<file path="src/rtl/score_pkg.sv">
// Shared BCD constants and width helpers for the scoreboard score bank.
package score_pkg;

    localparam int unsigned BCD_DIGIT_W   = 4;
    localparam logic [3:0]  BCD_DIGIT_MAX = 4'd9;

    function automatic int unsigned bcd_w(input int unsigned n);
        return BCD_DIGIT_W * n;
    endfunction

    function automatic int unsigned idx_w(input int unsigned n);
        return (n <= 1) ? 1 : $clog2(n);
    endfunction

endpackage

</file>
<file path="src/rtl/bcd_updown_chan.sv">
// One score channel: NUM_DIGITS packed BCD digits with ripple carry/borrow up/down counting.
module bcd_updown_chan
    import score_pkg::*;
#(
    parameter int unsigned NUM_DIGITS = 2,
    parameter bit          WRAP       = 1'b0
) (
    input  logic                        clk,
    input  logic                        reset,
    input  logic                        clr,
    input  logic                        inc,
    input  logic                        dec,
    input  logic                        en,
    output logic [bcd_w(NUM_DIGITS)-1:0] value,
    output logic [bcd_w(NUM_DIGITS)-1:0] next_value,
    output logic                        at_zero,
    output logic                        at_max
);

    localparam int unsigned VW = bcd_w(NUM_DIGITS);

    logic [VW-1:0] value_q, value_d;
    logic [VW-1:0] inc_val, dec_val;
    logic          zero_c, max_c;

    // Ripple increment/decrement; the all-9s and all-0s cases fall out as natural wrap.
    always_comb begin
        logic carry, borrow;
        logic [3:0] dig;
        inc_val = value_q;
        dec_val = value_q;
        carry   = 1'b1;
        borrow  = 1'b1;
        for (int unsigned d = 0; d < NUM_DIGITS; d++) begin
            dig = value_q[d*BCD_DIGIT_W +: BCD_DIGIT_W];
            if (carry) begin
                if (dig == BCD_DIGIT_MAX) begin
                    inc_val[d*BCD_DIGIT_W +: BCD_DIGIT_W] = 4'd0;
                end else begin
                    inc_val[d*BCD_DIGIT_W +: BCD_DIGIT_W] = 4'(dig + 4'd1);
                    carry = 1'b0;
                end
            end
            if (borrow) begin
                if (dig == 4'd0) begin
                    dec_val[d*BCD_DIGIT_W +: BCD_DIGIT_W] = BCD_DIGIT_MAX;
                end else begin
                    dec_val[d*BCD_DIGIT_W +: BCD_DIGIT_W] = 4'(dig - 4'd1);
                    borrow = 1'b0;
                end
            end
        end
    end

    always_comb begin
        zero_c = (value_q == '0);
        max_c  = 1'b1;
        for (int unsigned d = 0; d < NUM_DIGITS; d++) begin
            if (value_q[d*BCD_DIGIT_W +: BCD_DIGIT_W] != BCD_DIGIT_MAX) max_c = 1'b0;
        end
    end

    // clr beats everything; inc&dec together hold; saturation blocks the wrap when WRAP=0.
    always_comb begin
        value_d = value_q;
        if (clr) begin
            value_d = '0;
        end else if (en && inc && !dec) begin
            if (!(max_c && !WRAP)) value_d = inc_val;
        end else if (en && dec && !inc) begin
            if (!(zero_c && !WRAP)) value_d = dec_val;
        end
    end

    always_ff @(posedge clk or posedge reset) begin
        if (reset) value_q <= '0;
        else       value_q <= value_d;
    end

    assign value      = value_q;
    assign next_value = value_d;
    assign at_zero    = zero_c;
    assign at_max     = max_c;

endmodule

</file>
<file path="src/rtl/bcd_score_bank.sv">
// Multi-channel BCD score bank with latched win detection and lowest-index winner.
module bcd_score_bank
    import score_pkg::*;
#(
    parameter int unsigned                   NUM_CH      = 2,
    parameter int unsigned                   NUM_DIGITS  = 2,
    parameter bit                            WRAP        = 1'b0,
    parameter logic [bcd_w(NUM_DIGITS)-1:0]  WIN_SCORE   = 'h11,
    parameter bit                            LOCK_ON_WIN = 1'b1
) (
    input  logic                                 clk,
    input  logic                                 reset,
    input  logic                                 clr,
    input  logic [NUM_CH-1:0]                    inc,
    input  logic [NUM_CH-1:0]                    dec,
    output logic [NUM_CH*bcd_w(NUM_DIGITS)-1:0]  scores,
    output logic [NUM_CH-1:0]                    at_zero,
    output logic [NUM_CH-1:0]                    at_max,
    output logic                                 win,
    output logic [idx_w(NUM_CH)-1:0]             winner
);

    localparam int unsigned VW = bcd_w(NUM_DIGITS);
    localparam int unsigned CW = idx_w(NUM_CH);

    logic [VW-1:0]     next_val [NUM_CH];
    logic [NUM_CH-1:0] match_c;
    logic              en_c;
    logic              win_q, win_d;
    logic [CW-1:0]     winner_q, winner_d;

    assign en_c = !(LOCK_ON_WIN && win_q);

    for (genvar i = 0; i < NUM_CH; i++) begin : g_ch
        bcd_updown_chan #(
            .NUM_DIGITS (NUM_DIGITS),
            .WRAP       (WRAP)
        ) u_chan (
            .clk        (clk),
            .reset      (reset),
            .clr        (clr),
            .inc        (inc[i]),
            .dec        (dec[i]),
            .en         (en_c),
            .value      (scores[i*VW +: VW]),
            .next_value (next_val[i]),
            .at_zero    (at_zero[i]),
            .at_max     (at_max[i])
        );
        assign match_c[i] = (next_val[i] == WIN_SCORE);
    end

    // Win latches on the edge the matching score lands; lowest matching channel wins.
    always_comb begin
        win_d    = win_q;
        winner_d = winner_q;
        if (clr) begin
            win_d    = 1'b0;
            winner_d = '0;
        end else if (!win_q && (WIN_SCORE != '0) && (match_c != '0)) begin
            win_d = 1'b1;
            for (int i = int'(NUM_CH) - 1; i >= 0; i--) begin
                if (match_c[i]) winner_d = CW'(i);
            end
        end
    end

    always_ff @(posedge clk or posedge reset) begin
        if (reset) begin
            win_q    <= 1'b0;
            winner_q <= '0;
        end else begin
            win_q    <= win_d;
            winner_q <= winner_d;
        end
    end

    assign win    = win_q;
    assign winner = winner_q;

endmodule

</file>
<file path="config.mk">
export PLATFORM = sky130hd
export DESIGN_NAME = bcd_score_bank
export DESIGN_NICKNAME = d
export VERILOG_FILES = /design/src/rtl/score_pkg.sv /design/src/rtl/bcd_updown_chan.sv /design/src/rtl/bcd_score_bank.sv
export SDC_FILE = /design/constraint.sdc
export NUM_CORES = 1
export LEC_CHECK = 0
export CAP_MARGIN = 20
export CORE_MARGIN = 2
export CORE_UTILIZATION = 48
export DETAILED_ROUTE_END_ITERATION = 16
export PLACE_DENSITY = 0.76
export RECOVER_POWER = 50
export SYNTH_ARGS = -nofsm -noshare
export SYNTH_HDL_FRONTEND = slang
export SYNTH_SLANG_ARGS = --single-unit
</file>
<file path="constraint.sdc">
create_clock -name clk -period 2.7 [get_ports clk]
set_input_delay 0.405 -clock clk [delete_from_list [all_inputs] [get_ports clk]]
set_output_delay 0.405 -clock clk [all_outputs]
set_load 0.1 [all_outputs]
</file>
==> results.toml <==
[synth]
synth_area_leaders = "dfrtp_1, ha_1, nor2_1"
synth_cells = 201
avgSynthCellArea_um2 = 8.46
synth_edf_count = 0
synth_top_area_share_pct = 26.5
yosysTopAreaCell = "dfrtp_1"
seq_area_frac_synth_pct = 26.5
ys.flop_type = "dfrtp_1"
ys_types = 61
synthArstFlopShare_pct = 100
syn_area_um2 = 1700
synth_nets = 220
yosys_warnings = 0
ys_ff_latch = 18

[place]
dp.cells = 284
port_buffers = 28
placed_area_um2 = 2180
dp_slack_ps = -365
dp_hpwl_um = 3520
gp_congestion = 0.928

[critical_path]
r2r_setup_slack_ps = -30
critPathRequiredTime_ps = 2910
endpoint_kind = "flop"
r2r-start = "g_ch[1].u_chan.value[0]$_DFF_PP0_"
worstSetupPathType = "flop to flop"
crit_start = "g_ch[1].u_chan.value[0]$_DFF_PP0_"
worstPathArrival_ps = 2950
start_kind = "flop"
crit_fanout = 4

[run_status]
status = "finished, violations left"
failed_checks = "setup timing"

[timing]
worst_hold_slack_ps = 577
period_minus_slack_ps = 2730
finClkSkew_ps = 5.78
fin_ws_ps = -32.2
min_period_over_period_pct = 101
finalSetupViolCount = 1
finalHoldViolations = 0
drv_slew = 0
setup-tns-final_ps = -32.2
max_freq_mhz = 366
relSlewSlack_pct = 22.1
grt_setup_unrepaired = "true"
worstMarginPinSlew_ps = 1170

[cts]
clkLatencyLatePin_ps = 300
cts_buffer_depth = 2
clk_pin_slew_ps = 100
cts_buffers = 3
cts_tree = "done"
cts_max_level = 1
cts.sinks = 18
root_buffer = "clkbuf_4"

[detailed_routing]
drt_iter0_drc = 96
dr.pass1.iters = 4
via_per_inst = 6.00
drcViolationCount = 0
wire_per_inst_um = 15.4
ant_nets = 0
totalWireLength_um = 4510
route.vias.total = 1758

[layout]
antennaDiodeCount = 0
drive_gt1_share_pct = 36.4
final_cell_mix = "buf_4, nor2_1, nor3_1, clkbuf_1"
finalInstanceArea_um2 = 2280
seq_area_um2 = 482
multi_input_area_um2 = 1210
final_common_cell = "buf_4"
fin_cells = 293
syn2layout_area_growth_pct = 33.8
nNetsFinal = 267
nFillCells = 302

[job]
cap_viol_max_count = 0

[global_route]
grt_util_all_layers_pct = 23.1
grt_pass1_vias = 1555
gr-total-overflow = 0
antenna_found_initial = 0
grt_start_max_net_pins = 19
grt_pass1_wl_um = 7520

[floorplan]
io_pins = 29
die_area_um2 = 4030
core_um2 = 3360
start_util_pct = 50.6
placementRows = 21
die_h_um = 63.5
die_w_um = 63.5

[hold_path]
hold_path_class = "flop to flop"
min_from = "winner$_DFFE_PP0P_"

[power]
power_leakage_nw = 0.965
max-vdd-ir-drop_mv = 0.351
powerDensity_nw_per_um2 = 464
synthesized netlist by cell type, drive strengths merged (2+ instances only):
library cell,number
a221oi,3
nand3b,5
or3,2
mux2,2
nor4,3
a31oi,3
inv,14
a21oi,12
a211oi,4
nand2,9
nand2b,4
dfrtp,18
nand3,6
nor2,17
or3b,7
ha,12
mux2i,3
xnor2,2
nor3,12
and3,4
buf,9
clkbuf,5
a21boi,2
a311oi,3
and3b,2
o21ai,9
nor3b,6
nand4,2
kinds of logic (layout without fill, tap and decap cells):
logic type / Yosys count / count (layout) / share of synthesized area, %
buf+inv: 28 / 74 / 7.95
compound gates: 51 / 51 / 21.3
flops: 18 / 18 / 26.5
xor+xnor: 3 / 3 / 1.55
fa+ha+maj: 12 / 12 / 8.83
mux: 5 / 5 / 3.09
simple gates: 84 / 84 / 30.8
state kept, by name, summed over array words and instances (netlist names):
signal             cells
g_ch.u_chan.value     16
winner                 1
win                    1
metal layers:
layer	vias up	share of wire, %	global-route usage [%]	wire [um]
li1	839	-	-	-
met1	849	46	32.9	2080
met2	62	47	35.9	2120
met3	8	5.3	5.36	241
met4	0	1.2	4.08	55
met5	-	0	0	0
power by group:
group,internal (mW),switching (mW),leakage (nW)
combinational,0.218,0.371,0.729
sequential,0.293,0.0335,0.221
clock,0.0576,0.0849,0.0150
worst max-delay path, cell delays in order, from the launching register on:
cell,delay [ps]
dfrtp_4,530
buf_12,140
ha_4,160
and3b_2,250
a311oi_1,310
a211oi_2,90
or4b_4,550
or3_4,380
a221oi_2,230
layout make-up:
cell class,instances,area share (%)
sequential,18,21.2
clock buffer,4,1.15
multi-input combinational,155,53.3
tap,46,2.53
inverter,14,2.64
timing repair buffer,56,19.2
path summary, 6_finish.rpt:
| kind | to | cells past startpoint |
|---|---|---|
| hold / removal | winner$_DFFE_PP0P_ | 2 |
| max in group asynchronous | g_ch[1].u_chan.value[4]$_DFF_PP0_ | 2 |
| min in group asynchronous | winner$_DFFE_PP0P_ | 2 |
| hold reg to reg | winner$_DFFE_PP0P_ | 2 |
| setup reg to reg | winner$_DFFE_PP0P_ | 8 |
| setup / recovery | winner$_DFFE_PP0P_ | 8 |
per-stage QoR:
| step | power [mW] | utilization (%) |
|---|---|---|
| after floorplan | 0.734 | - |
| final | 1.06 | 67.7 |
| after global placement | 0.884 | 65.0 |
| after global routing | 1.11 | 67.7 |
| after CTS | 1.05 | 66.8 |
| after detailed placement | 0.894 | 65.0 |
timing repair:
item	CTS	global route
setup buffers	2	3
gates resized for setup	3	12
pin swaps	1	7
setup endpoints to repair	1	2
hold buffers	0	0
No activity file was read; power rests on OpenSTA's default activity.
